$ cat config.mk
export PLATFORM = sky130hd
export DESIGN_NAME = usb_data_pkt_serializer
export DESIGN_NICKNAME = d
export VERILOG_FILES = /design/src/rtl/usb_tx_pkg.sv /design/src/rtl/piso_shift.sv /design/src/rtl/usb_data_pkt_serializer.sv
export SDC_FILE = /design/constraint.sdc
export NUM_CORES = 1
export LEC_CHECK = 0
export ABC_AREA = 1
export CAP_MARGIN = 30
export CORE_MARGIN = 8
export CORE_UTILIZATION = 55
export DETAILED_ROUTE_END_ITERATION = 6
export GPL_TIMING_DRIVEN = 0
export PLACE_DENSITY = 0.81
export RECOVER_POWER = 100
export SLEW_MARGIN = 20
export SYNTH_ARGS = -nofsm -noshare
export SYNTH_HDL_FRONTEND = slang
export SYNTH_SLANG_ARGS = --single-unit
$ cat constraint.sdc
create_clock -name clk -period 1.6 [get_ports clk]
set_input_delay 0.32 -clock clk [delete_from_list [all_inputs] [get_ports clk]]
set_output_delay 0.32 -clock clk [all_outputs]
set_load 0.02 [all_outputs]
$ cat src/rtl/usb_tx_pkg.sv
// ----------------------------------------------------------------------------
// usb_tx_pkg
// Shared types and constants for the USB transmit path.
//   usb_ser_state_t   : state encoding of the DATA packet serializer
//   DATA_PAYLOAD_BITS : payload length fed through CRC16 and emitted
//   CRC16_W           : CRC16 width
//   SER_CNT_W         : bit counter width, covers 0..63 and 0..15
// ----------------------------------------------------------------------------
package usb_tx_pkg;

  localparam int DATA_PAYLOAD_BITS = 64;
  localparam int CRC16_W           = 16;
  localparam int SER_CNT_W         = 7;

  typedef enum logic [2:0] {
    ST_IDLE      = 3'd0,
    ST_START     = 3'd1,
    ST_FEED      = 3'd2,
    ST_WAIT_CRC  = 3'd3,
    ST_EMIT_DATA = 3'd4,
    ST_EMIT_CRC  = 3'd5
  } usb_ser_state_t;

endpackage

$ cat src/rtl/piso_shift.sv
// ----------------------------------------------------------------------------
// piso_shift
// Parallel-in serial-out shift register with selectable shift direction.
//   clk, rst_n : clock, asynchronous active-low reset (clears the register)
//   load       : capture load_data (takes priority over shift_en)
//   load_data  : parallel word
//   shift_en   : advance one bit
//   msb_first  : 1 = present/shift from the MSB end, 0 = from the LSB end
//   ser_out    : bit currently presented (registered state, no input path)
// ----------------------------------------------------------------------------
module piso_shift #(
  parameter int WIDTH = 16
) (
  input  logic             clk,
  input  logic             rst_n,
  input  logic             load,
  input  logic [WIDTH-1:0] load_data,
  input  logic             shift_en,
  input  logic             msb_first,
  output logic             ser_out
);

  logic [WIDTH-1:0] shreg_r;

  // Load or shift the stored word toward the presented end.
  always_ff @(posedge clk or negedge rst_n) begin
    if (!rst_n) begin
      shreg_r <= '0;
    end else if (load) begin
      shreg_r <= load_data;
    end else if (shift_en) begin
      if (msb_first) begin
        shreg_r <= {shreg_r[WIDTH-2:0], 1'b0};
      end else begin
        shreg_r <= {1'b0, shreg_r[WIDTH-1:1]};
      end
    end
  end

  assign ser_out = msb_first ? shreg_r[WIDTH-1] : shreg_r[0];

endmodule

$ cat src/rtl/usb_data_pkt_serializer.sv
// ----------------------------------------------------------------------------
// usb_data_pkt_serializer
// Feeds a 64-bit DATA payload serially through the CRC16 block, collects the
// CRC, then emits payload (LSB first) followed by CRC (MSB first) as an
// 80-bit stream that honours a downstream stall.
//   clk, rst_n   : clock, asynchronous active-low reset
//   pkt_start    : request, sampled only in IDLE; pkt_data captured with it
//   busy         : state is not IDLE
//   crc16_start  : one-cycle start to the CRC block
//   crc_s_in     : serial payload bit to the CRC block
//   crc16_done   : CRC result valid; crc16_val carries it
//   crc16_rec    : one-cycle acknowledge to the CRC block
//   bit_out      : serial transmit bit, bit_valid qualifies it
//   bit_last     : marks the final CRC bit
//   stall        : downstream holds the current bit (EMIT states only)
//   pkt_done     : one-cycle pulse in the first IDLE cycle after the last bit
// ----------------------------------------------------------------------------
module usb_data_pkt_serializer
  import usb_tx_pkg::*;
#(
  parameter int PAYLOAD_BITS = DATA_PAYLOAD_BITS,
  parameter int CRC_W        = CRC16_W
) (
  input  logic                    clk,
  input  logic                    rst_n,
  input  logic                    pkt_start,
  input  logic [PAYLOAD_BITS-1:0] pkt_data,
  output logic                    busy,
  output logic                    crc16_start,
  output logic                    crc_s_in,
  input  logic                    crc16_done,
  input  logic [CRC_W-1:0]        crc16_val,
  output logic                    crc16_rec,
  output logic                    bit_out,
  output logic                    bit_valid,
  output logic                    bit_last,
  input  logic                    stall,
  output logic                    pkt_done
);

  localparam logic [SER_CNT_W-1:0] CNT_ONE   = SER_CNT_W'(1);
  localparam logic [SER_CNT_W-1:0] DATA_LAST = SER_CNT_W'(PAYLOAD_BITS - 1);
  localparam logic [SER_CNT_W-1:0] CRC_LAST  = SER_CNT_W'(CRC_W - 1);

  usb_ser_state_t        state_r;
  logic [SER_CNT_W-1:0]  cnt_r;
  logic                  crc16_rec_r;
  logic                  pkt_done_r;

  logic load_s;
  logic feed_shift_s;
  logic emit_shift_s;
  logic crc_load_s;
  logic crc_shift_s;
  logic feed_bit_s;
  logic emit_bit_s;
  logic crc_bit_s;

  // Shift-register strobes; stall only gates the two emit registers.
  always_comb begin
    load_s       = (state_r == ST_IDLE) && pkt_start;
    feed_shift_s = (state_r == ST_FEED);
    emit_shift_s = (state_r == ST_EMIT_DATA) && !stall;
    crc_load_s   = (state_r == ST_WAIT_CRC) && crc16_done;
    crc_shift_s  = (state_r == ST_EMIT_CRC) && !stall;
  end

  // Payload copy streamed into the CRC block.
  piso_shift #(.WIDTH(PAYLOAD_BITS)) u_feed_shift (
    .clk       (clk),
    .rst_n     (rst_n),
    .load      (load_s),
    .load_data (pkt_data),
    .shift_en  (feed_shift_s),
    .msb_first (1'b0),
    .ser_out   (feed_bit_s)
  );

  // Independent payload copy for the transmit stream, so stalls never
  // interfere with the CRC feed.
  piso_shift #(.WIDTH(PAYLOAD_BITS)) u_emit_shift (
    .clk       (clk),
    .rst_n     (rst_n),
    .load      (load_s),
    .load_data (pkt_data),
    .shift_en  (emit_shift_s),
    .msb_first (1'b0),
    .ser_out   (emit_bit_s)
  );

  // CRC holding register, transmitted MSB first.
  piso_shift #(.WIDTH(CRC_W)) u_crc_shift (
    .clk       (clk),
    .rst_n     (rst_n),
    .load      (crc_load_s),
    .load_data (crc16_val),
    .shift_en  (crc_shift_s),
    .msb_first (1'b1),
    .ser_out   (crc_bit_s)
  );

  // Packet sequencing FSM with bit counter and registered pulse outputs.
  always_ff @(posedge clk or negedge rst_n) begin
    if (!rst_n) begin
      state_r     <= ST_IDLE;
      cnt_r       <= '0;
      crc16_rec_r <= 1'b0;
      pkt_done_r  <= 1'b0;
    end else begin
      crc16_rec_r <= 1'b0;
      pkt_done_r  <= 1'b0;
      case (state_r)
        ST_IDLE: begin
          if (pkt_start) begin
            state_r <= ST_START;
          end
        end
        ST_START: begin
          cnt_r   <= '0;
          state_r <= ST_FEED;
        end
        ST_FEED: begin
          if (cnt_r == DATA_LAST) begin
            cnt_r   <= '0;
            state_r <= ST_WAIT_CRC;
          end else begin
            cnt_r <= cnt_r + CNT_ONE;
          end
        end
        ST_WAIT_CRC: begin
          if (crc16_done) begin
            crc16_rec_r <= 1'b1;
            cnt_r       <= '0;
            state_r     <= ST_EMIT_DATA;
          end
        end
        ST_EMIT_DATA: begin
          if (!stall) begin
            if (cnt_r == DATA_LAST) begin
              cnt_r   <= '0;
              state_r <= ST_EMIT_CRC;
            end else begin
              cnt_r <= cnt_r + CNT_ONE;
            end
          end
        end
        ST_EMIT_CRC: begin
          if (!stall) begin
            if (cnt_r == CRC_LAST) begin
              cnt_r      <= '0;
              pkt_done_r <= 1'b1;
              state_r    <= ST_IDLE;
            end else begin
              cnt_r <= cnt_r + CNT_ONE;
            end
          end
        end
        default: begin
          cnt_r   <= '0;
          state_r <= ST_IDLE;
        end
      endcase
    end
  end

  // Remaining outputs decode state, counter and shift-register taps only,
  // so stall has no combinational path to the transmit outputs.
  assign busy        = (state_r != ST_IDLE);
  assign crc16_start = (state_r == ST_START);
  assign crc_s_in    = (state_r == ST_FEED) && feed_bit_s;
  assign crc16_rec   = crc16_rec_r;
  assign bit_valid   = (state_r == ST_EMIT_DATA) || (state_r == ST_EMIT_CRC);
  assign bit_out     = (state_r == ST_EMIT_DATA) ? emit_bit_s :
                       (state_r == ST_EMIT_CRC)  ? crc_bit_s  : 1'b0;
  assign bit_last    = (state_r == ST_EMIT_CRC) && (cnt_r == CRC_LAST);
  assign pkt_done    = pkt_done_r;

endmodule

== Word-level counts from Yosys, hierarchy flattened ==
Cells that the tools add are included.

* Bitwise logic cells: 1
* Reductions and logical operators: 15
* $add $sub $neg: 1
* Mux-type cells: 27
* Eq/ne operators: 14

{| class="wikitable"
|+ Operators with widths
! kind !! count
|-
| 64-bit two-way mux || 4
|-
| 7-bit two-way mux || 5
|-
| 7-bit case mux with 5 select lines || 1
|-
| 16-bit two-way mux || 2
|-
| 3-bit two-way mux || 7
|-
| 3-bit case mux with 6 select lines || 1
|-
| 2-bit inequality test (second input constant) || 6
|-
| 7-bit by 1-bit adder with 7-bit output (second input constant) || 1
|-
| 7-bit by 4-bit equality test with 1-bit output (second input constant) || 1
|-
| 7-bit by 6-bit equality test with 1-bit output (second input constant) || 1
|-
| 1-bit two-way mux || 7
|-
| 7-bit AND reduction || 1
|-
| 3-bit by 2-bit equality test with 1-bit output (second input constant) || 2
|-
| 3-bit equality test (second input constant) || 2
|-
| 1-bit logical AND || 6
|-
| 2-bit nonzero test || 3
|-
| 4-bit AND reduction || 1
|-
| 3-bit by 1-bit equality test with 1-bit output (second input constant) || 1
|-
| 3-bit zero test || 1
|-
| 3-bit nonzero test || 1
|-
| 2-bit by 1-bit inequality test with 1-bit output (second input constant) || 1
|-
| 1-bit zero test || 1
|-
| 1-bit logical OR || 1
|-
| 1-bit inverter || 1
|}

* Bits of input ports: 85
* Bits in registers: 156

== Logic depth before layout (Yosys ltp) ==
* Depth after elaboration: 4
* Gate-level depth with buffers: 10

== Hierarchy ==
A second synthesis with hierarchy kept.

* Cell total of the unflattened synthesis: 1,380
* Area total of the unflattened synthesis: 9,476.6 µm²

{| class="wikitable"
|+ Modules (own cells, without submodules)
! module !! area an instance (µm²) !! cells an instance !! seq. area each (µm²) !! times used
|-
| piso_shift (u_emit_shift ...) || 3,754.9 || 556 || 1,601.5 || 2
|-
| piso_shift (u_crc_shift) || 992.2 || 138 || 400.4 || 1
|-
| usb_data_pkt_serializer || 974.7 || 130 || 300.3 || 1
|}

== Least setup slack after synthesis ==
Ideal clock, no wire load.

* Kind: register to register
* Start: reg state_r[1]
* End: reg u_emit_shift.shreg_r[0]
* Path buffers: 3
* Setup time: 0.130 ns
* Stages on the path, launching flop included: 10
* Data required time: 1.470 ns
* Arrival time: 1.402 ns
* Period minus slack after synthesis: 1.532 ns
* Path slack: 0.068 ns
* Cell sequence: dfrtp_1 -> buf_2 -> nor2_4 -> nand2_4 -> inv_2 -> nand2_2 -> nand2_2 -> buf_6 -> buf_2 -> a31oi_1

* Word-level cells in the longest chain between the ends: 3

{| class="wikitable"
|+ RTL lines
! what !! line !! source
|-
| start, declared || usb_data_pkt_serializer.sv:45 || <nowiki>usb_ser_state_t state_r;</nowiki>
|-
| start signal, assigned || usb_data_pkt_serializer.sv:105 || <nowiki>state_r <= ST_IDLE;</nowiki>
|-
| start signal, assigned || usb_data_pkt_serializer.sv:115 || <nowiki>state_r <= ST_START;</nowiki>
|-
| start signal, assigned || usb_data_pkt_serializer.sv:120 || <nowiki>state_r <= ST_FEED;</nowiki>
|-
| 3-bit equality test or 3-bit zero test (tied branches) || usb_data_pkt_serializer.sv:63, usb_data_pkt_serializer.sv:61 ||
|-
| 1-bit logical AND (on tied branches) || usb_data_pkt_serializer.sv:63, usb_data_pkt_serializer.sv:61 ||
|-
| 2-bit nonzero test (no line) or 64-bit two-way mux (tied branches) || - ||
|-
| end signal, assigned || piso_shift.sv:30 || <nowiki>shreg_r <= load_data;</nowiki>
|-
| end signal, assigned || piso_shift.sv:33 || <nowiki>shreg_r <= {shreg_r[WIDTH-2:0], 1'b0};</nowiki>
|-
| end signal, assigned || piso_shift.sv:35 || <nowiki>shreg_r <= {1'b0, shreg_r[WIDTH-1:1]};</nowiki>
|-
| end, declared || piso_shift.sv:23 || <nowiki>logic [WIDTH-1:0] shreg_r;</nowiki>
|}

Several ways; a longest one is shown, not always the timed one.
A chain may end at the register's enable or synchronous reset.

== Worst setup path after layout ==
* Start: reg state_r[2]
* End: reg state_r[2]

* Word-level cells in the longest chain between the ends: 3

{| class="wikitable"
|+ RTL lines
! what !! line !! source
|-
| 3-bit equality test, or another cell as far along || usb_data_pkt_serializer.sv:112 || <nowiki>case (state_r)</nowiki>
|-
| 2-bit inequality test (no line) or 2-bit by 1-bit inequality test with 1-bit output (tied branches) || - ||
|-
| 7-bit AND reduction (no line) || - ||
|}

Several ways; a longest one is shown, not always the timed one.

==> flow_summary.toml <==
[floorplan]
fp.dieH_um = 129
die_x_um = 129
fp-row-count = 41
start_util_pct = 56.0
io_pins = 93
core_area_um2 = 12600
die-area_um2 = 16700

[sta]
fmax_mhz = 328
finalSetupTns_ps = -37620
hold_viol_final = 0
setup_viol = 160
maxSlewViolCount = 0
rsz0062_at_grt = "true"
finClkSkew_ps = 11.5
setup_slack_ps = -1450
fin_crit_ps = 3050
worst_pin_slew_ps = 1150
min_period_over_period_pct = 191
relSlewSlack_pct = 22.2

[placement]
hpwl_um = 11800
gp_congestion = 0.822
io_buffer_count = 92
placed_area_um2 = 8200
place_ws_ps = -524
dp.cells = 1111

[cells_and_area]
diodes = 0
layout_common_cells = "dfrtp_1 (155), nand2_1 (107), a21oi_2 (101)"
final-instance-count-excl-fill = 1219
regArea_um2 = 3910
multiInputGateArea_um2 = 4400
drive_above_1_share_pct = 49.3
layout_commonest_cell = "dfrtp_1"
postLayoutCellArea_um2 = 11900
layout.nets = 1120
final.fill_count = 322
area_growth_pct = 69.4

[setup_path]
worst-path-buf-inv = 3
cp.arrival_ps = 3240
crit_required_ps = 1790
crit_path_start = "state_r[2]"
max_stage_delay_ps = 930
slowest_stage = "o21ai_0"
worst_path_most_repeated_cell = "nand2_1"
cp_max_fo = 5
path_cells = "inv_2 -> buf_4 -> nand2_4 -> nor2_1 -> inv_1 -> nand2_1 -> o21ai_0 -> nand2_1"
criticalPathCategory = "flop to flop"
endpoint_kind = "flop"
start_kind = "flop"
r2r-start = "state_r[2]"
path_delay_family = "simple AND/OR/NAND/NOR gates"

[pwr]
p_per_area_nw_per_um2 = 2360
peakVddDrop_v = 0.00175
total_power_mw = 28.1
p_leak_nw = 4.96

[global_routing]
grt_max_degree = 103
grt_pass1_vias = 6496
grt_pass1_wl_um = 31000
grt.total_usage_pct = 23.5
grt_overflow_total = 0
antenna_found_initial = 4

[synth]
ys_warn_count = 0
syn_area_um2 = 7030
syn_nets = 932
synthCells = 846
ys_types = 25
ys_ff_latch = 156
avgSynthCellArea_um2 = 8.31
seq_area_frac_synth_pct = 55.5

[hold_path]
worstHoldStart = "crc16_val[0]"
worstHoldPathType = "input port to flop"

[routing]
drt_iter0_drc = 1492
vias = 8553
drtAntennaViolNets = 0
wl_per_cell_um = 29.2
first_pass_iters = 7
via_per_inst = 7.02
wirelength_um = 35600
drc = 99

[clocking]
clk_latency_ps = 450
clock_sinks = 156
cts_htree_levels = 4
cts_tree = "yes"
clockRootBuffer = "clkbuf_16"
clk_pin_slew_ps = 70
cts-buffers-inserted = 17
cts_buffer_depth = 2

[status]
violations = "DRC, setup timing"
status = "finished, violations left"

[run]
cap_violations = 0
path summary, 6_finish.rpt:
| check | end | slack (ps) | depth (start not counted) |
|---|---|---|---|
| worst max-delay path | state_r[2] | -1450 | 8 |
| worst min-delay path | u_crc_shift.shreg_r[0] | 470 | 3 |
| worst max register to register | state_r[2] | -1450 | 8 |
| worst min register to register | u_crc_shift.shreg_r[3] | 520 | 2 |
| max in group asynchronous | u_emit_shift.shreg_r[35] | 50 | 3 |
| min in group asynchronous | u_crc_shift.shreg_r[6] | 540 | 2 |
registers in the layout (all words and copies together) (netlist names):
name / count
cnt_r: 7
pkt_done: 1
u_emit_shift.shreg_r: 64
state_r: 3
crc16_rec: 1
u_crc_shift.shreg_r: 16
u_feed_shift.shreg_r: 64
area by class of cell:
cell class / count / share of cell area, %
multi-input cells: 609 / 36.9
flip-flops and latches: 156 / 32.8
repair buffers: 174 / 17.1
plain buffers: 49 / 5.44
clock buffers: 27 / 4.39
well taps: 172 / 1.81
inverters: 27 / 0.893
clock inverters: 5 / 0.662
synthesized netlist by cell type:
library cell | number | area share [%]
dfrtp_1 | 156 | 55
nor2_1 | 153 | 8.2
nand2_1 | 141 | 7.5
o21ai_0 | 131 | 9.3
a21oi_1 | 114 | 8.1
buf_2 | 31 | 2.2
inv_1 | 23 | 1.2
o21ai_1 | 18 | 1.3
clkbuf_1 | 16 | 0.85
a31oi_1 | 13 | 1.2
nand3_1 | 12 | 0.85
buf_4 | 7 | 0.75
nand4_1 | 7 | 0.62
inv_2 | 4 | 0.21
nor3_1 | 4 | 0.28
nand2_2 | 3 | 0.27
o211ai_1 | 3 | 0.32
nor2_4 | 2 | 0.32
o22ai_1 | 2 | 0.18
buf_6 | 1 | 0.16
ha_1 | 1 | 0.18
nand2_4 | 1 | 0.16
nand3_2 | 1 | 0.14
nor2_2 | 1 | 0.089
xor2_1 | 1 | 0.12
metal layers:
metal	track usage (%)	wire, um	share of wire (%)	vias to the layer above
met5	0	67	0.19	-
met4	9.95	2910	8.2	8
met3	5.67	4660	13	314
met2	37.7	16200	45	926
met1	29.9	11800	33	4084
li1	-	-	-	3221
cell families after synthesis:
group	after synthesis	share of synthesized area [%]
simple gates	325	18.4
xor+xnor	1	0.125
compound gates	281	20.4
flops	156	55.5
fa+ha+maj	1	0.178
buf+inv	82	5.41
where the power goes:
part,internal [mW],switching (mW)
clock network,2.55,1.72
registers,5.94,2.27
logic,6.86,8.77
total,15.3,12.8
timing repair:
item                                    4_1_cts  5_1_grt
buffers inserted                             31       27
endpoints found under the setup margin      153      160
hold buffers                                  1        0
hold endpoints to repair                     54        0
pin swaps                                     9       65
gates resized for setup                     127      642
cloned                                        3       20
worst reg2reg max path: stages (launching register included):
cell and delay [ps]:
dfrtp_1 480, inv_2 120, buf_4 160, nand2_4 130, nor2_1 200, inv_1 160, nand2_1 140, o21ai_0 930
nand2_1 460
stage by stage:
| stage | util, % | hold WS [ps] |
|---|---|---|
| global route | 94.8 | 488 |
| global placement | 65.0 | 468 |
| finish | 94.8 | 474 |
| detailed placement | 65.3 | 264 |
| CTS | 74.5 | 414 |
| floorplan | - | 24.4 |
(Power assumes the default switching activity.)
